===== config.mk =====
export PLATFORM = sky130hd
export DESIGN_NAME = mult_sequencer
export DESIGN_NICKNAME = d
export VERILOG_FILES = /design/src/rtl/edsac_pkg.sv /design/src/rtl/digit_counter.sv /design/src/rtl/mult_sequencer.sv
export SDC_FILE = /design/constraint.sdc
export NUM_CORES = 1
export LEC_CHECK = 0
export CAP_MARGIN = 20
export CORE_MARGIN = 3
export CORE_UTILIZATION = 25
export CTS_CLUSTER_SIZE = 40
export DETAILED_ROUTE_END_ITERATION = 6
export GPL_TIMING_DRIVEN = 0
export MAX_ROUTING_LAYER = met4
export SKIP_CTS_REPAIR_TIMING = 1
export SLEW_MARGIN = 0
export SYNTH_ARGS = -nofsm -noshare
export SYNTH_HDL_FRONTEND = slang
export SYNTH_HIERARCHICAL = 1
export SYNTH_SLANG_ARGS = --single-unit
export TNS_END_PERCENT = 5

===== constraint.sdc =====
create_clock -name clk -period 4.1 [get_ports clk]
set_clock_uncertainty 0.15 [all_clocks]
set_input_delay 0.82 -clock clk [delete_from_list [all_inputs] [get_ports clk]]
set_output_delay 0.82 -clock clk [all_outputs]
set_load 0.02 [all_outputs]

===== src/rtl/edsac_pkg.sv =====
// Shared types and constants for the serial multiply sequencer.
// State encoding, default word lengths and counter width.
package edsac_pkg;

  localparam int CNT_W       = 6;
  localparam int SHORT_W_DEF = 18;
  localparam int LONG_W_DEF  = 36;

  typedef enum logic [2:0] {
    S_IDLE,
    S_LOAD,
    S_MULT,
    S_ROUND,
    S_DONE
  } state_e;

endpackage


===== src/rtl/digit_counter.sv =====
// Digit-time counter that wraps at a programmable word length.
// wrap_o marks the last enabled digit of a word.
module digit_counter
  import edsac_pkg::*;
(
  input  logic             clk,
  input  logic             rst_n,
  input  logic             en_i,
  input  logic             clr_i,
  input  logic [CNT_W-1:0] wlen_i,
  output logic [CNT_W-1:0] digit_o,
  output logic             wrap_o
);

  logic [CNT_W-1:0] digit_q;
  logic [CNT_W-1:0] digit_d;

  assign wrap_o  = en_i && (digit_q == wlen_i - CNT_W'(1));
  assign digit_o = digit_q;

  // next digit: clear wins, then wrap or increment
  always_comb begin
    digit_d = digit_q;
    if (clr_i)       digit_d = '0;
    else if (wrap_o) digit_d = '0;
    else if (en_i)   digit_d = digit_q + CNT_W'(1);
  end

  // digit register
  always_ff @(posedge clk or negedge rst_n) begin
    if (!rst_n) digit_q <= '0;
    else        digit_q <= digit_d;
  end

endmodule


===== src/rtl/mult_sequencer.sv =====
// Control sequencer for a serial multiplier (load, multiply, round).
// Optional rounding word: define MULT_SEQUENCER_ROUND_EN.
module mult_sequencer
  import edsac_pkg::*;
#(
  parameter int SHORT_W = SHORT_W_DEF,
  parameter int LONG_W  = LONG_W_DEF
) (
  input  logic             clk,
  input  logic             rst_n,
  input  logic             start,
  input  logic             long_op,
  input  logic             abort,
  input  logic             mplier_bit,
  output logic             busy,
  output logic             done,
  output logic             load_mcand,
  output logic             mcand_recirc,
  output logic             add_en,
  output logic             shift_pulse,
  output logic             round_pulse,
  output logic [CNT_W-1:0] digit,
  output logic [CNT_W-1:0] step
);

  localparam logic [CNT_W-1:0] SW = CNT_W'(SHORT_W);
  localparam logic [CNT_W-1:0] LW = CNT_W'(LONG_W);

  state_e           state_q;
  logic             long_q;
  logic             bit_q;
  logic [CNT_W-1:0] step_q;
  logic [CNT_W-1:0] wlen;
  logic [CNT_W-1:0] digit_w;
  logic             wrap;
  logic             cnt_en;
  logic             cnt_clr;
  logic             last_dig;

  assign wlen     = long_q ? LW : SW;
  assign cnt_en   = (state_q == S_LOAD) || (state_q == S_MULT) ||
                    (state_q == S_ROUND);
  assign cnt_clr  = abort || (state_q == S_IDLE) || (state_q == S_DONE);
  assign last_dig = (digit_w == wlen - CNT_W'(1));

  digit_counter u_dig (
    .clk     (clk),
    .rst_n   (rst_n),
    .en_i    (cnt_en),
    .clr_i   (cnt_clr),
    .wlen_i  (wlen),
    .digit_o (digit_w),
    .wrap_o  (wrap)
  );

  // sequencing FSM; abort overrides every transition
  always_ff @(posedge clk or negedge rst_n) begin
    if (!rst_n) begin
      state_q <= S_IDLE;
      long_q  <= 1'b0;
      bit_q   <= 1'b0;
      step_q  <= '0;
    end else if (abort) begin
      state_q <= S_IDLE;
      bit_q   <= 1'b0;
      step_q  <= '0;
    end else begin
      unique case (state_q)
        S_IDLE: begin
          if (start) begin
            long_q  <= long_op;
            step_q  <= '0;
            state_q <= S_LOAD;
          end
        end
        S_LOAD: begin
          if (wrap) begin
            step_q  <= '0;
            state_q <= S_MULT;
          end
        end
        S_MULT: begin
          if (digit_w == '0) bit_q <= mplier_bit;
          if (wrap) begin
            step_q <= step_q + CNT_W'(1);
            if (step_q == wlen - CNT_W'(2)) begin
`ifdef MULT_SEQUENCER_ROUND_EN
              state_q <= S_ROUND;
`else
              state_q <= S_DONE;
`endif
            end
          end
        end
`ifdef MULT_SEQUENCER_ROUND_EN
        S_ROUND: begin
          if (wrap) state_q <= S_DONE;
        end
`endif
        S_DONE: begin
          step_q  <= '0;
          state_q <= S_IDLE;
        end
        default: state_q <= S_IDLE;
      endcase
    end
  end

  // multiplier digit is live at digit 0, held for the rest of the word
  assign add_en = (state_q == S_MULT) && !last_dig &&
                  ((digit_w == '0) ? mplier_bit : bit_q);

  assign busy         = (state_q != S_IDLE);
  assign done         = (state_q == S_DONE);
  assign load_mcand   = (state_q == S_LOAD);
  assign mcand_recirc = (state_q == S_MULT) || (state_q == S_ROUND);
  assign shift_pulse  = (state_q == S_MULT) && last_dig;
  assign digit        = digit_w;
  assign step         = step_q;

`ifdef MULT_SEQUENCER_ROUND_EN
  assign round_pulse = (state_q == S_ROUND) &&
                       (digit_w == wlen - CNT_W'(2));
`else
  assign round_pulse = 1'b0;
`endif

endmodule


==> impl_metrics.xml <==
<?xml version="1.0" encoding="UTF-8"?>
<metrics>
  <group name="power_and_ir_drop">
    <metric name="leak_pwr" unit="nW">0.675</metric>
    <metric name="power" unit="mW">0.381</metric>
    <metric name="ir_drop" unit="mV">0.107</metric>
    <metric name="powerDensity" unit="mW/mm^2">236</metric>
  </group>
  <group name="timing">
    <metric name="layout_worst_path_cycle_share" unit="%">82.4</metric>
    <metric name="final-max-slew-violation-count" unit="">0</metric>
    <metric name="final-hold-violation-count" unit="">0</metric>
    <metric name="achievable-frequency" unit="MHz">296</metric>
    <metric name="timing.max_slew.rel_slack" unit="%">37.2</metric>
    <metric name="grt_setup_unrepaired" unit="">false</metric>
    <metric name="min_period" unit="ps">3380</metric>
    <metric name="setup_viol" unit="">0</metric>
    <metric name="max_slew.worst_pin.slew" unit="ps">942</metric>
    <metric name="setup-tns-final" unit="ps">0</metric>
  </group>
  <group name="layout">
    <metric name="antenna-diode-count" unit="">0</metric>
    <metric name="fraction_of_final_layout_cells_sized_beyond_drive_strength_1" unit="%">10.3</metric>
    <metric name="design.final.nets" unit="">185</metric>
    <metric name="syn_to_final_growth" unit="%">31.1</metric>
    <metric name="final.fill_count" unit="">508</metric>
  </group>
  <group name="routing">
    <metric name="via_per_inst" unit="">4.64</metric>
    <metric name="wl_per_cell" unit="um">11.8</metric>
    <metric name="route.detailed.drc" unit="">0</metric>
    <metric name="first_iter_violations" unit="">56</metric>
    <metric name="drt_pass1_iterations" unit="">4</metric>
    <metric name="vias" unit="">1113</metric>
    <metric name="final_antenna_net_count" unit="">0</metric>
    <metric name="detail_route.wirelength" unit="mm">2.83</metric>
  </group>
  <group name="setup_path">
    <metric name="cp_top_family" unit="">compound AO/OA/AOI/OAI gates</metric>
    <metric name="worstRegToRegCells" unit="">11</metric>
    <metric name="critical_path.reg2reg.startpoint" unit="">long_q</metric>
    <metric name="cpMostUsedCell" unit="">inv_1</metric>
    <metric name="worst_path_largest_cell_delay" unit="ps">730</metric>
    <metric name="arrival_worst_endpoint" unit="ps">3410</metric>
    <metric name="startpoint_type_of_the_worst_setup_path" unit="">flop</metric>
    <metric name="startpoint_to_endpoint_class_of_the_critical_path" unit="">reg -&gt; reg</metric>
    <metric name="critical_path.cell_chain" unit="">inv_1 &gt; inv_1 &gt; ha_1 &gt; xor2_1 &gt; nor2_1 &gt; a21oi_1 &gt; a2111oi_4 &gt; and2b_1 &gt; a221oi_1 &gt; or4_1 &gt; nand3_1</metric>
    <metric name="critical_path.reg2reg.endpoint" unit="">step[3]</metric>
    <metric name="setup.reg_to_reg.worst_slack" unit="ps">720</metric>
    <metric name="critPathMaxFanout" unit="">13</metric>
    <metric name="critical_path.endpoint_type" unit="">flop</metric>
    <metric name="worst-endpoint-required" unit="ps">4130</metric>
    <metric name="path_buf_inv" unit="">2</metric>
    <metric name="cell_type_of_the_slowest_stage_on_the_worst_timing_path" unit="">a2111oi_4</metric>
  </group>
  <group name="synth">
    <metric name="postSynth.topFlopCell" unit="">dfrtp_1</metric>
    <metric name="mappedNetlistArea" unit="mm^2">0.00123</metric>
    <metric name="synth_fa_ha_area_share" unit="%">3.05</metric>
    <metric name="compound_cell_area_share_of_the_yosys_netlist" unit="%">12.2</metric>
    <metric name="synth-seq-cells" unit="">17</metric>
    <metric name="asr_flop_ratio_synth" unit="%">100</metric>
    <metric name="syn-mean-instance-area" unit="um^2">8.74</metric>
    <metric name="synthDistinctLibCells" unit="">45</metric>
    <metric name="postSynthCellCount" unit="">141</metric>
    <metric name="synth_xor_xnor_area_share" unit="%">7.01</metric>
    <metric name="synth_edf_count" unit="">0</metric>
    <metric name="synth_top_family_by_area" unit="">simple AND/OR/NAND/NOR gates</metric>
    <metric name="synth.area.mux_share" unit="%">4.16</metric>
    <metric name="ys_seq_area_share" unit="%">34.5</metric>
    <metric name="yosysWarnings" unit="">6</metric>
    <metric name="synth-simple-area-share" unit="%">34.2</metric>
  </group>
  <group name="clock_network">
    <metric name="clkTransAtPathRegs" unit="ps">60</metric>
    <metric name="ctsRootBufferMaster" unit="">clkbuf_8</metric>
    <metric name="clk_path_buf_depth" unit="">2</metric>
    <metric name="htreeDepth" unit="">1</metric>
    <metric name="cts_tree" unit="">built</metric>
    <metric name="cts_buffer_count" unit="">3</metric>
    <metric name="clock_sink_count" unit="">17</metric>
    <metric name="worstSkewPairLatency" unit="ps">250</metric>
  </group>
  <group name="worst_hold_path">
    <metric name="timing.hold.worst_endpoint" unit="">bit_q</metric>
    <metric name="hold_path_depth" unit="">2</metric>
    <metric name="holdCritPathClass" unit="">reg -&gt; reg</metric>
    <metric name="hp-start" unit="">bit_q</metric>
  </group>
  <group name="placement">
    <metric name="gp_routability_congestion" unit="">0.790</metric>
    <metric name="dp_hpwl" unit="mm">2.07</metric>
    <metric name="numPortBuffers" unit="">23</metric>
  </group>
  <group name="floorplan">
    <metric name="fp.dieArea" unit="mm^2">0.00581</metric>
    <metric name="chipHeight" unit="um">76.2</metric>
    <metric name="core.rowCount" unit="">24</metric>
    <metric name="fp.coreArea" unit="mm^2">0.00456</metric>
    <metric name="fp.dieW" unit="um">76.2</metric>
    <metric name="initial_core_util" unit="%">27.0</metric>
    <metric name="floorplan.io_pins" unit="">25</metric>
  </group>
  <group name="grt">
    <metric name="antenna_found_initial" unit="">0</metric>
    <metric name="grt_pass1_wl" unit="mm">4.96</metric>
    <metric name="first_global_vias" unit="">1046</metric>
    <metric name="grt-ovfl-total" unit="">0</metric>
    <metric name="grt_start_max_net_pins" unit="">18</metric>
    <metric name="grt.total_usage" unit="%">10.4</metric>
  </group>
  <group name="outcome">
    <metric name="status" unit="">complete, no violations</metric>
  </group>
  <group name="flow_run">
    <metric name="maxCapViolations" unit="">0</metric>
  </group>
</metrics>
## per-layer routing
metal	global-route usage, %	share of wire (%)
met1	14.0	50
met2	15.5	45
met3	2.36	3.6
met4	3.62	1.0
met5	-	0
## cell usage after synthesis (2+ instances only)
master | instances | area [um^2]
or2_2 | 2 | 12.5
xnor2_1 | 2 | 17.5
xor2_1 | 6 | 52.6
nand2_1 | 12 | 45.0
ha_1 | 3 | 37.5
nor2_1 | 16 | 60.1
or3b_2 | 2 | 17.5
and3_1 | 5 | 31.3
nor3b_1 | 3 | 22.5
nand4b_1 | 2 | 17.5
nor3_1 | 2 | 10.0
buf_4 | 3 | 22.5
o21ai_0 | 10 | 50.1
dfrtp_1 | 17 | 425
nand3_1 | 14 | 70.1
nor4_1 | 5 | 31.3
or4_1 | 2 | 15.0
inv_1 | 4 | 15.0
mux2i_1 | 4 | 40.0
a21oi_1 | 2 | 10.0
## cells by family after synthesis
logic type	after synthesis
AOI/OAI and AO/OA	21
xor gates and xnor gates	9
adders and majority gates	3
buffers and inverters	10
DFF	17
muxes	5
other	1
and+or+nand+nor	75
## final cells by class
type	count	area (um^2)	share of cell area, %
multi-input cells	121	777	48.1
plain buffers	6	41.3	2.56
flip-flops and latches	17	425	26.3
well taps	65	81.3	5.03
inverters	4	15.0	0.930
repair buffers	23	230	14.3
clock buffers	4	45.0	2.79
## cell usage in the layout, fill, tap and decap left out, drive strengths merged, types with 5 or more instances in the layout
cell           synthesis  final
and3                   5      5
buf                    5      5
clkbuf                 1      5
clkdlybuf4s50          0     23
conb                   1      8
dfrtp                 17     17
nand2                 12     12
nand3                 14     14
nor2                  16     16
nor4                   5      5
o21ai                 10     10
xor2                   6      6
## worst max path at each step
stage / depth (start not counted) / slack (ps) / endpoint / from
3_5_place_dp: 11 / 710 / step[3] / long_q
6_report: 11 / 720 / step[3] / long_q
3_3_place_gp: 11 / 710 / step[3] / long_q
4_1_cts: 11 / 690 / step[3] / long_q
2_1_floorplan: 11 / 1210 / step[4] / long_q
5_1_grt: 11 / 350 / step[3] / long_q
## worst min-delay path, cell delays in order, from the launching register on
cell and delay (ps):
dfrtp_1 340, mux2i_1 70, nor2_1 80
## flip-flops by register name, indices dropped and copies added, names as in the netlist
register and flops:
step 6, u_dig/digit_o 6, state_q 3, bit_q 1, long_q 1
## metrics by stage
stage / hold WS [ps] / util [%] / cells / setup WS (ps) / area (um^2)
6_report: 378 / 35.4 / 240 / 721 / 1620
5_1_grt: 420 / 35.4 / 240 / 349 / 1620
4_1_cts: 384 / 35.4 / 240 / 690 / 1620
3_5_place_dp: 370 / 34.4 / 236 / 709 / 1570
3_3_place_gp: 357 / 34.4 / 236 / 709 / 1570
2_1_floorplan: 339 / - / 148 / 1210 / 1260
## where the power goes
| group | total, mW | internal, mW | switching, mW |
|---|---|---|---|
| logic | 0.0790 | 0.0343 | 0.0447 |
| registers | 0.179 | 0.171 | 0.00806 |
| clock network | 0.123 | 0.0689 | 0.0544 |
Power figures use the tool's default switching activity.
